### config.mk
export PLATFORM = sky130hd
export DESIGN_NAME = updown_counter_mod
export DESIGN_NICKNAME = d
export VERILOG_FILES = /design/src/rtl/updown_pkg.sv /design/src/rtl/updown_next.sv /design/src/rtl/updown_counter_mod.sv
export SDC_FILE = /design/constraint.sdc
export NUM_CORES = 1
export LEC_CHECK = 0
export CORE_AREA = 5 5 42 44
export CTS_CLUSTER_DIAMETER = 80
export DETAILED_ROUTE_END_ITERATION = 8
export DIE_AREA = 0 0 47 49
export PLACE_DENSITY_LB_ADDON = 0.25
export SYNTH_ARGS = -nofsm -noshare
export SYNTH_HDL_FRONTEND = slang
export SYNTH_SLANG_ARGS = --single-unit
### constraint.sdc
create_clock -name clk -period 2.4 [get_ports clk]
set_clock_uncertainty 0.05 [all_clocks]
set_input_delay 0.48 -clock clk [delete_from_list [all_inputs] [get_ports clk]]
set_output_delay 0.48 -clock clk [all_outputs]
set_load 0.005 [all_outputs]
### src/rtl/updown_pkg.sv
// Shared definitions for the parametrised up/down counter: mode encodings
// and the load clamp helper used by the next-state logic.
package updown_pkg;

  // Direction select values on M
  localparam logic MODE_UP = 1'b0;
  localparam logic MODE_DN = 1'b1;

  // Overflow behaviour values on sat
  localparam logic OVF_WRAP = 1'b0;
  localparam logic OVF_SAT  = 1'b1;

  // Widest internal arithmetic: 16-bit counter plus one guard bit
  localparam int CALC_W = 17;

  // A load value outside the count range is pinned to the top of the range
  function automatic logic [CALC_W-1:0] clamp_load(input logic [CALC_W-1:0] val,
                                                   input logic [CALC_W-1:0] modulus);
    if (val < modulus) begin
      return val;
    end
    return modulus - CALC_W'(1);
  endfunction

endpackage

### src/rtl/updown_next.sv
// Combinational next-state logic for the up/down counter. Works in WIDTH+1
// bits so a non-power-of-two modulus never relies on a natural 2**WIDTH wrap.
module updown_next
  import updown_pkg::*;
#(
  parameter int WIDTH   = 4,
  parameter int MODULUS = 16
) (
  input  logic [WIDTH-1:0] q,
  input  logic             m,
  input  logic             sat,
  input  logic             en,
  input  logic             load,
  input  logic [WIDTH-1:0] load_val,
  output logic [WIDTH-1:0] q_next,
  output logic             tc_hit
);

  localparam logic [WIDTH:0] MAX_EXT = (WIDTH+1)'(MODULUS - 1);

  logic [WIDTH:0] q_ext;
  logic           at_term;

  assign q_ext   = {1'b0, q};
  assign at_term = (m == MODE_DN) ? (q_ext == '0) : (q_ext == MAX_EXT);

  // Load beats enable; an enabled step from the terminal value wraps or holds and flags tc_hit
  always_comb begin
    q_next = q;
    tc_hit = 1'b0;
    if (load) begin
      q_next = WIDTH'(clamp_load(CALC_W'(load_val), CALC_W'(MODULUS)));
    end else if (en) begin
      if (at_term) begin
        tc_hit = 1'b1;
        if (sat == OVF_WRAP) begin
          q_next = (m == MODE_DN) ? WIDTH'(MAX_EXT) : '0;
        end
      end else if (m == MODE_UP) begin
        q_next = WIDTH'(q_ext + 1'b1);
      end else begin
        q_next = WIDTH'(q_ext - 1'b1);
      end
    end
  end

endmodule

### src/rtl/updown_counter_mod.sv
// Synchronous up/down counter with configurable width and modulus, count
// enable, parallel load, wrap/saturate overflow and terminal-count outputs.
module updown_counter_mod
  import updown_pkg::*;
#(
  parameter int WIDTH     = 4,
  parameter int MODULUS   = 16,
  parameter int RESET_VAL = 0
) (
  input  logic             clk,
  input  logic             rst_n,
  input  logic             en,
  input  logic             M,
  input  logic             sat,
  input  logic             load,
  input  logic [WIDTH-1:0] load_val,
  output logic [WIDTH-1:0] Q,
  output logic             at_tc,
  output logic             tc_pulse
);

  localparam logic [WIDTH:0] MAX_EXT = (WIDTH+1)'(MODULUS - 1);

  logic [WIDTH-1:0] q_next;
  logic             tc_hit;

  updown_next #(
    .WIDTH   (WIDTH),
    .MODULUS (MODULUS)
  ) u_next (
    .q        (Q),
    .m        (M),
    .sat      (sat),
    .en       (en),
    .load     (load),
    .load_val (load_val),
    .q_next   (q_next),
    .tc_hit   (tc_hit)
  );

  // Terminal value follows M directly so at_tc tracks a direction change without a clock
  assign at_tc = (M == MODE_DN) ? ({1'b0, Q} == '0) : ({1'b0, Q} == MAX_EXT);

  // Count and pulse registers; reset acts immediately, independent of clk
  always_ff @(posedge clk or negedge rst_n) begin
    if (!rst_n) begin
      Q        <= WIDTH'(RESET_VAL);
      tc_pulse <= 1'b0;
    end else begin
      Q        <= q_next;
      tc_pulse <= tc_hit;
    end
  end

endmodule
# [Word-level counts from Yosys, hierarchy flattened]
# Cells that the tools add are included.
[totals] ff_bits=5 inputBits=10
[op_classes] add_sub_neg=2 eq_ne=2 muxes=13 n_reduce_logical=4
[ops] cell="$mux W4" count=7
[ops] cell="$mux W1" count=6
[ops] cell="$logic_not A5 Y1" count=1
[ops] cell="$add A4 B1 Y4 const B" count=1
[ops] cell="$eq A4 B4 Y1 const B" count=1
[ops] cell="$logic_not A4 Y1" count=1
[ops] cell="$sub A4 B1 Y4 const B" count=1
[ops] cell="$ne A3 B3 Y1 const B" count=1
[ops] cell="$reduce_and A2 Y1" count=1
[ops] cell="$reduce_bool A2 Y1" count=1

# [Logic depth before layout (Yosys ltp)]
# Gate-level depths: netlist (run 1).
[logic_depth] word_depth=5 depth_mapped=6

# [Cells and area by module]
# From an unflattened synthesis (run 1), not the netlist that was laid out.
[unflattened] cells_unflattened=48 hier_area_um2=439.2
[by_module_without_submodules] mod="updown_next" n_inst=1 cells_each=40 area_each_um2=290.3
[by_module_without_submodules] mod="updown_counter_mod" n_inst=1 cells_each=8 area_each_um2=148.9

# [Least setup slack after synthesis (run 1)]
# OpenSTA, ideal clock, no wires.
[synth_timing] kind="input port to flip-flop" from="input M" to="register Q[3]" setup_ps=126 arrival_ps=1486 path_slack_ps=739 stages=5 cell_sequence="ha_1 > a21o_2 > a21oi_1 > xnor2_1 > o311a_1"
[synth_via] elab_chain_cells=5
[synth_rtl] item="start, declared" line_no="updown_counter_mod.sv:13" source="input logic M,"
[synth_rtl] item="$mux W4" line_no="updown_next.sv:37" source="q_next = (m == MODE_DN) ? WIDTH'(MAX_EXT) : '0;"
[synth_rtl] item="$mux W4" line_no="updown_next.sv:36" source="if (sat == OVF_WRAP) begin"
[synth_rtl] item="$mux W4" line_no="updown_next.sv:34" source="if (at_term) begin"
[synth_rtl] item="$mux W4" line_no="updown_next.sv:33" source="end else if (en) begin"
[synth_rtl] item="$mux W4" line_no="updown_next.sv:31" source="if (load) begin"
[synth_rtl] item="end signal, assigned" line_no="updown_counter_mod.sv:47" source="Q <= WIDTH'(RESET_VAL);"
[synth_rtl] item="end signal, assigned" line_no="updown_counter_mod.sv:50" source="Q <= q_next;"
[synth_rtl] item="end, declared" line_no="updown_counter_mod.sv:17" source="output logic [WIDTH-1:0] Q,"
# Parallel ways exist; a longest one is shown, timed or not. The select of a mux whose other input is x is not followed.
# A chain may end at the register's enable or synchronous reset.

# [Final worst setup path (run 1)]
# Ends and elaborated chain as after synthesis.

==> results.md, run 1 <==
- Pwr Total: 336 µW
- Routed Antenna Nets: 0
- Die X: 47 µm
- Largest net degree at the start of global routing: 9
- Clock tree buffer depth: 2
- Die area: 2300 µm²
- Detailed Routing Iterations Pass 1: 4
- Critical Path RT: 2.48 ns
- Slew Limit Fails: 0
- Starting Density: 0.294
- Unrepaired setup endpoints after global routing: no
- Syn_nets: 59
- Io pins: 16
- Tmin final: about 2.1 ns
- Top cells by area, synth: dfrtp_1 (30%), a21oi_1 (6.1%), ha_1 (6.1%)
- Gr usage total: 0.108
- Max-slew headroom: 0.829
- P per Cell Area: roughly 530 nW/µm²
- Post-CTS Setup Inserts: 0
- Max Cap Violations: 0
- Setup violators final: 0
- First-pass GRT wire length: 1.76 mm
- Via count of the first global-routing pass: 423
- CTS tree: yes
- Mux contribution to synthesized area: 0.0243
- Row count: 14
- Clock Tree Root: clkbuf_4
- Fillers: about 140
- Wire per inst: ~12 µm
- Final RePlAce weighted congestion: 0.849
- P&R area growth vs syn: 52.9%
- Compound-gate portion of the synthesized area: 0.289
- Post-Synth Adder-Cell Area: 0.109
- # hold bufs at CTS: 0
- Clock transition at path regs: 0.05 ns
- CP Max Fanout: 5
- Core Util, Final: 0.449
- Yosys warnings: 0
- Endpoint class of the critical path: register
- RR Endpoint: Q[3]
- Share of the synthesized area in the top cell type: 0.304
- Reg2Reg Launch Point: Q[0]
- Core Footprint: 1400 µm²
- Largest family of logic cells by synthesized area: compound AO/OA/AOI/OAI gates
- Port bufs: 15
- Clock Latency Late Sink: 0.25 ns
- Leakage: around 0.30 nW
- Antenna Cells: 0
- Post-CTS sizing: 0
- Final total negative setup slack: 0 ns
- FF+latch area: around 130 µm²
- DRT iter0 DRCs: 6
- Multi-input gate area: between 200 and 300 µm²
- DIE HEIGHT: 49 µm
- CP Launch Type: input pin
- # H-tree levels: 1
- Initial antenna violation count: 0
- Yosys top cell by area: dfrtp_1
- CTS buffer count: 3
- Total clock sinks: 5
- Count of cell types in the netlist: 28
- Reg2reg setup slack: around 0.69 ns
- Netlist Area Pre-Place: between 400 and 500 µm²
- Crit Path Category: input pin to register
- Hold_ws: 0.396 ns
- DRC viols: 0
- Worst hold path class: input pin to asynchronous set/reset pin
- Routed wire length: 1.04 mm
- Register area share after synthesis: 0.304
- Fmax achieved: a little under 500 MHz
- Vias: 428
- Post-layout net count: a little over 80
- Syn Area/Cell: slightly below 9 µm²
- XOR/XNOR Fraction of Synth Area: 0.0426
- Total grt overflow: 0
- Worst slew pin tran: 0.256 ns
- Final-report hold violation count: 0
- Status: finished clean
- Register-to-Register Path Depth: 6
- Fin crit share: 0.857
- Synthesized instance count: 46
- Synth Area in Simple Gates: 0.176
- Layout cells sized above 1: 0.179
- Worst VDD drop: 0.171 mV
- Seq cells post-synth: 5
- Crit path DAT: 2.14 ns
- Detailed placement HPWL: 835 µm
- Vias/cell: 5.16
## state kept, by name, indices dropped and copies added, names as in the netlist
signal and flops:
Q 4, tc_pulse 1
## kinds of logic (layout without fill, tap and decap cells)
family,Yosys count,after routing
AO/OA/AOI/OAI,16,16
buffers and inverters,6,27
AND/OR/NAND/NOR,13,13
XOR/XNOR,2,2
adder cells (fa/ha/maj),3,3
multiplexers,1,1
flip-flops,5,5
## cell type report
class	instances	share of cell area
Tap cell	16	0.0318
Sequential cell	5	0.199
Clock buffer	4	0.0417
Multi-Input combinational cell	35	0.419
Timing Repair Buffer	18	0.278
Inverter	5	0.0298
## per-layer routing
metal | global-route usage | wire length, µm | up-vias
met5 | 0 | 0 | -
met4 | 0.0829 | 29 | 0
met3 | 0.0332 | 75 | 3
met2 | 0.163 | 519 | 16
met1 | 0.119 | 411 | 200
li1 | - | - | 209
## worst max-delay path by stage
| stage | from | to | slack (ns) | cells past startpoint |
|---|---|---|---|---|
| floorplan | M | Q[3] | 0.74 | 5 |
| global placement | M | at_tc | 0.04 | 5 |
| detailed placement | M | at_tc | 0.03 | 5 |
| CTS | M | at_tc | 0.02 | 5 |
| global route | M | Q[3] | 0.28 | 7 |
| finish | M | Q[3] | 0.34 | 7 |
## cells in the final DEF (no fill, tap or decap), drive strengths merged
cell type and n:
clkdlybuf4s50 14, dfrtp 5, inv 5, a21oi 5
nand2 5, clkbuf 4, buf 3, nor2 2
a211o 2, ha 2, a21o 2, nand4 1
and4b 1, nand3 1, mux2i 1, o22ai 1
and2 1, and3 1, o31ai 1, xnor2 1
nor3b 1, a41oi 1, a21boi 1, o311a 1
xor2 1, o21ai 1, o221a 1, fa 1
dlymetal6s2s 1
## stage by stage
stage               instances  worst slack (ns)  area, µm²
floorplan                  46             0.739        412
global placement           79            0.0427        601
detailed placement         79            0.0255        601
CTS                        83            0.0228        627
global route               83             0.279        629
finish                     83             0.342        629
## synth_stat cells, drive strengths merged
master  number
a21oi        5
dfrtp        5
inv          5
nand2        5
a211o        2
a21o         2
ha           2
nor2         2
a21boi       1
a41oi        1
and2         1
and3         1
and4b        1
clkbuf       1
fa           1
mux2i        1
nand3        1
nand4        1
nor3b        1
o21ai        1
o221a        1
o22ai        1
o311a        1
o31ai        1
xnor2        1
xor2         1
## report_power, final
part           switching [mW]  total [mW]  internal [mW]
clock network          0.0384       0.102         0.0631
registers              0.0169       0.112         0.0952
logic                  0.0501       0.123         0.0725
## critical path, stage by stage
cell and delay [ns]:
clkdlybuf4s50_1 0.42, buf_4 0.16, ha_1 0.28, a21o_2 0.20, a21oi_1 0.17, xnor2_1 0.11, o311a_1 0.30
(Power assumes the default switching activity.)
==> inputs of run 2 (changes only) <==
Settings changed: CELL_PAD_IN_SITES_DETAIL_PLACEMENT set to 1, CELL_PAD_IN_SITES_GLOBAL_PLACEMENT set to 1, CORE_AREA 5 5 42 44 to unset, CORE_MARGIN set to 5, CORE_UTILIZATION set to 31, DIE_AREA 0 0 47 49 to unset.
==> run 2 against run 1 <==
Effect of this change:
- register-to-register slack worse by 0.06 ns
- count of clock-buffer cells in the layout unchanged
- critical endpoint is now at_tc
- core utilization up 3.7 points
- critical path type is now input pin to output pin
- combinational power up 3%
- non-clock buffer count unchanged
- largest cell class unchanged
- die area down 6.4%
- worst hold slack better by 0.017 ns
==> results.md, run 2 (synthesized netlist as in run 1, its figures left out) <==
- Largest net degree at the start of global routing: 9 (unchanged)
- P&R area growth vs syn: 51.7% (was 52.9%)
- CTS buffer count: 3 (unchanged)
- Via count of the first global-routing pass: 439 (was 423)
- Max-slew headroom: 0.815 (was 0.829)
- Clock Latency Late Sink: 0.24 ns (was 0.25 ns)
- Initial antenna violation count: 0 (unchanged)
- Pwr Total: 335 µW (was 336 µW)
- Reg power frac: 0.336 (was 0.333)
- Io pins: 16 (unchanged)
- Crit path max-delay cell type: clkdlybuf4s50_1 (unchanged)
- Total grt overflow: 0 (unchanged)
- Detailed Routing Iterations Pass 1: 4 (unchanged)
- Worst VDD drop: 0.170 mV (was 0.171 mV)
- Max Cap Violations: 0 (unchanged)
- Commonest cells after routing, fill and taps aside: clkdlybuf4s50_1 (14), dfrtp_1 (5), inv_1 (5), a21oi_1 (5), nand2_1 (4) (unchanged)
- DIE HEIGHT: 46.4 µm (was 49 µm)
- Slew Limit Fails: 0 (unchanged)
- Worst hold path class: input pin to asynchronous set/reset pin (unchanged)
- Leakage: 0.284 nW (was 0.300 nW)
- Core Util, Final: 0.486 (was 0.449)
- Post-CTS sizing: 1 (was 0)
- Crit path DAT: 1.67 ns (was 2.14 ns)
- Crit path max-delay family: buffers and inverters (was compound AO/OA/AOI/OAI gates)
- Pint: 231 µW (about the same)
- Unrepaired setup endpoints after global routing: no (unchanged)
- Clock Power Share: 0.285 (was 0.302)
- Clock transition at path regs: 0.04 ns (was 0.05 ns)
- DRT iter0 DRCs: 9 (was 6)
- Row count: 13 (was 14)
- Clock tree buffer depth: 2 (unchanged)
- Fmax achieved: 454 MHz (was 486 MHz)
- CP Launch Type: input pin (unchanged)
- Gr usage total: 0.132 (was 0.108)
- Die area: 2160 µm² (was 2300 µm²)
- Post-CTS Setup Inserts: 0 (unchanged)
- CTS tree: yes (unchanged)
- Layout cells sized above 1: 0.179 (unchanged)
- Hold_ws: 0.413 ns (was 0.396 ns)
- Reg2reg setup slack: 0.63 ns (was 0.69 ns)
- Commonest non-fill, non-tap cell in the layout: clkdlybuf4s50_1 (unchanged)
- Place WS: -0.00280 ns (was 0.0255 ns)
- Largest registers: Q x4, tc_pulse x1 (unchanged)
- Total clock sinks: 5 (unchanged)
- Comb power frac: 0.379 (was 0.365)
- # H-tree levels: 1 (unchanged)
- Fin crit share: 0.918 (was 0.857)
- Routed Antenna Nets: 0 (unchanged)
- Status: finished clean (unchanged)
- Final-report hold violation count: 0 (unchanged)
- Crit Path Category: input pin to output pin (was input pin to register)
- Port bufs: 15 (unchanged)
- Routed wire length: 1.17 mm (was 1.04 mm)
- Vias/cell: 5.26 (was 5.16)
- Detailed placement HPWL: 979 µm (was 835 µm)
- Starting Density: 0.320 (was 0.294)
- Sw Pwr: 104 µW (was 105 µW)
- CP Max Fanout: 3 (was 5)
- Vias: 431 (was 428)
- Clock Tree Root: clkbuf_4 (unchanged)
- Tmin final: 2.20 ns (was 2.06 ns)
- CP peak stage delay: 0.49 ns (was 0.42 ns)
- Post-layout net count: 81 (unchanged)
- Biggest register: Q (unchanged)
- First-pass GRT wire length: 1.95 mm (was 1.76 mm)
- Final worst-path setup slack: 0.197 ns (was 0.342 ns)
- Sw frac: 0.311 (was 0.314)
- Core Footprint: 1280 µm² (was 1400 µm²)
- P per Cell Area: 537 nW/µm² (was 534 nW/µm²)
- Worst slew pin tran: 0.276 ns (was 0.256 ns)
- Die X: 46.4 µm (was 47 µm)
- Final RePlAce weighted congestion: 0.801 (was 0.849)
- Antenna Cells: 0 (unchanged)
- DRC viols: 0 (unchanged)
- Max FFs per register: 4 (unchanged)
- Cell Chain, Critical Path: dlygate4sd2_1, and4b_1, nand2_2, nand2_1, clkdlybuf4s50_1 (was clkdlybuf4s50_1, buf_4, ha_1, a21o_2, a21oi_1, xnor2_1, o311a_1)
- Bufs and invs on worst path: 2 (unchanged)
- Critical Path RT: 1.87 ns (was 2.48 ns)
- # hold bufs at CTS: 0 (unchanged)
- Setup violators final: 0 (unchanged)
- Wire per inst: 14.3 µm (was 12.5 µm)
- Endpoint class of the critical path: output pin (was register)
-- run 2: cell type report --
class / instances / area (µm²)
Inverter: 5 / 18.8
Sequential cell: 5 / 125
Clock buffer: 4 / 26.3
Tap cell: 15 / 18.8
Timing Repair Buffer: 18 / 171
Multi-Input combinational cell: 35 / 264
Fill cell: 157 / 661
-- run 2: per-stage QoR --
| stage | area [µm²] | cells | setup TNS [ns] |
|---|---|---|---|
| 2_1_floorplan | 412 | 46 | 0 |
| 3_3_place_gp | 599 | 78 | 0 |
| 3_5_place_dp | 599 | 78 | -0.00280 |
| 4_1_cts | 624 | 82 | 0 |
| 5_1_grt | 624 | 82 | 0 |
| 6_report | 624 | 82 | 0 |
-- run 2: power by group through the flow --
stage | registers, mW | logic, mW | clock network [mW]
detailed placement | 0.114 | 0.129 | 0
global placement | 0.113 | 0.127 | 0
finish | 0.112 | 0.127 | 0.0955
global route | 0.114 | 0.140 | 0.105
CTS | 0.112 | 0.129 | 0.0987
floorplan | 0.109 | 0.0670 | 0
-- run 2: path summary, 6_finish.rpt --
| path | from | depth (start not counted) | endpoint |
|---|---|---|---|
| min reg2reg | Q[1] | 2 | Q[1] |
| max | M | 5 | at_tc |
| min in group clk | Q[1] | 2 | Q[1] |
| min | rst_n | 1 | Q[1] |
| max in group asynchronous | rst_n | 1 | Q[0] |
| max reg2reg | Q[0] | 6 | Q[2] |
-- run 2: per-layer routing --
metal  part of all wire  global-route usage  vias to the layer above
li1                   -                   -                      209
met1               0.44               0.162                      205
met2               0.47               0.223                       15
met3              0.073              0.0156                        2
met4              0.014              0.0682                        0
met5                  0                   0                        -
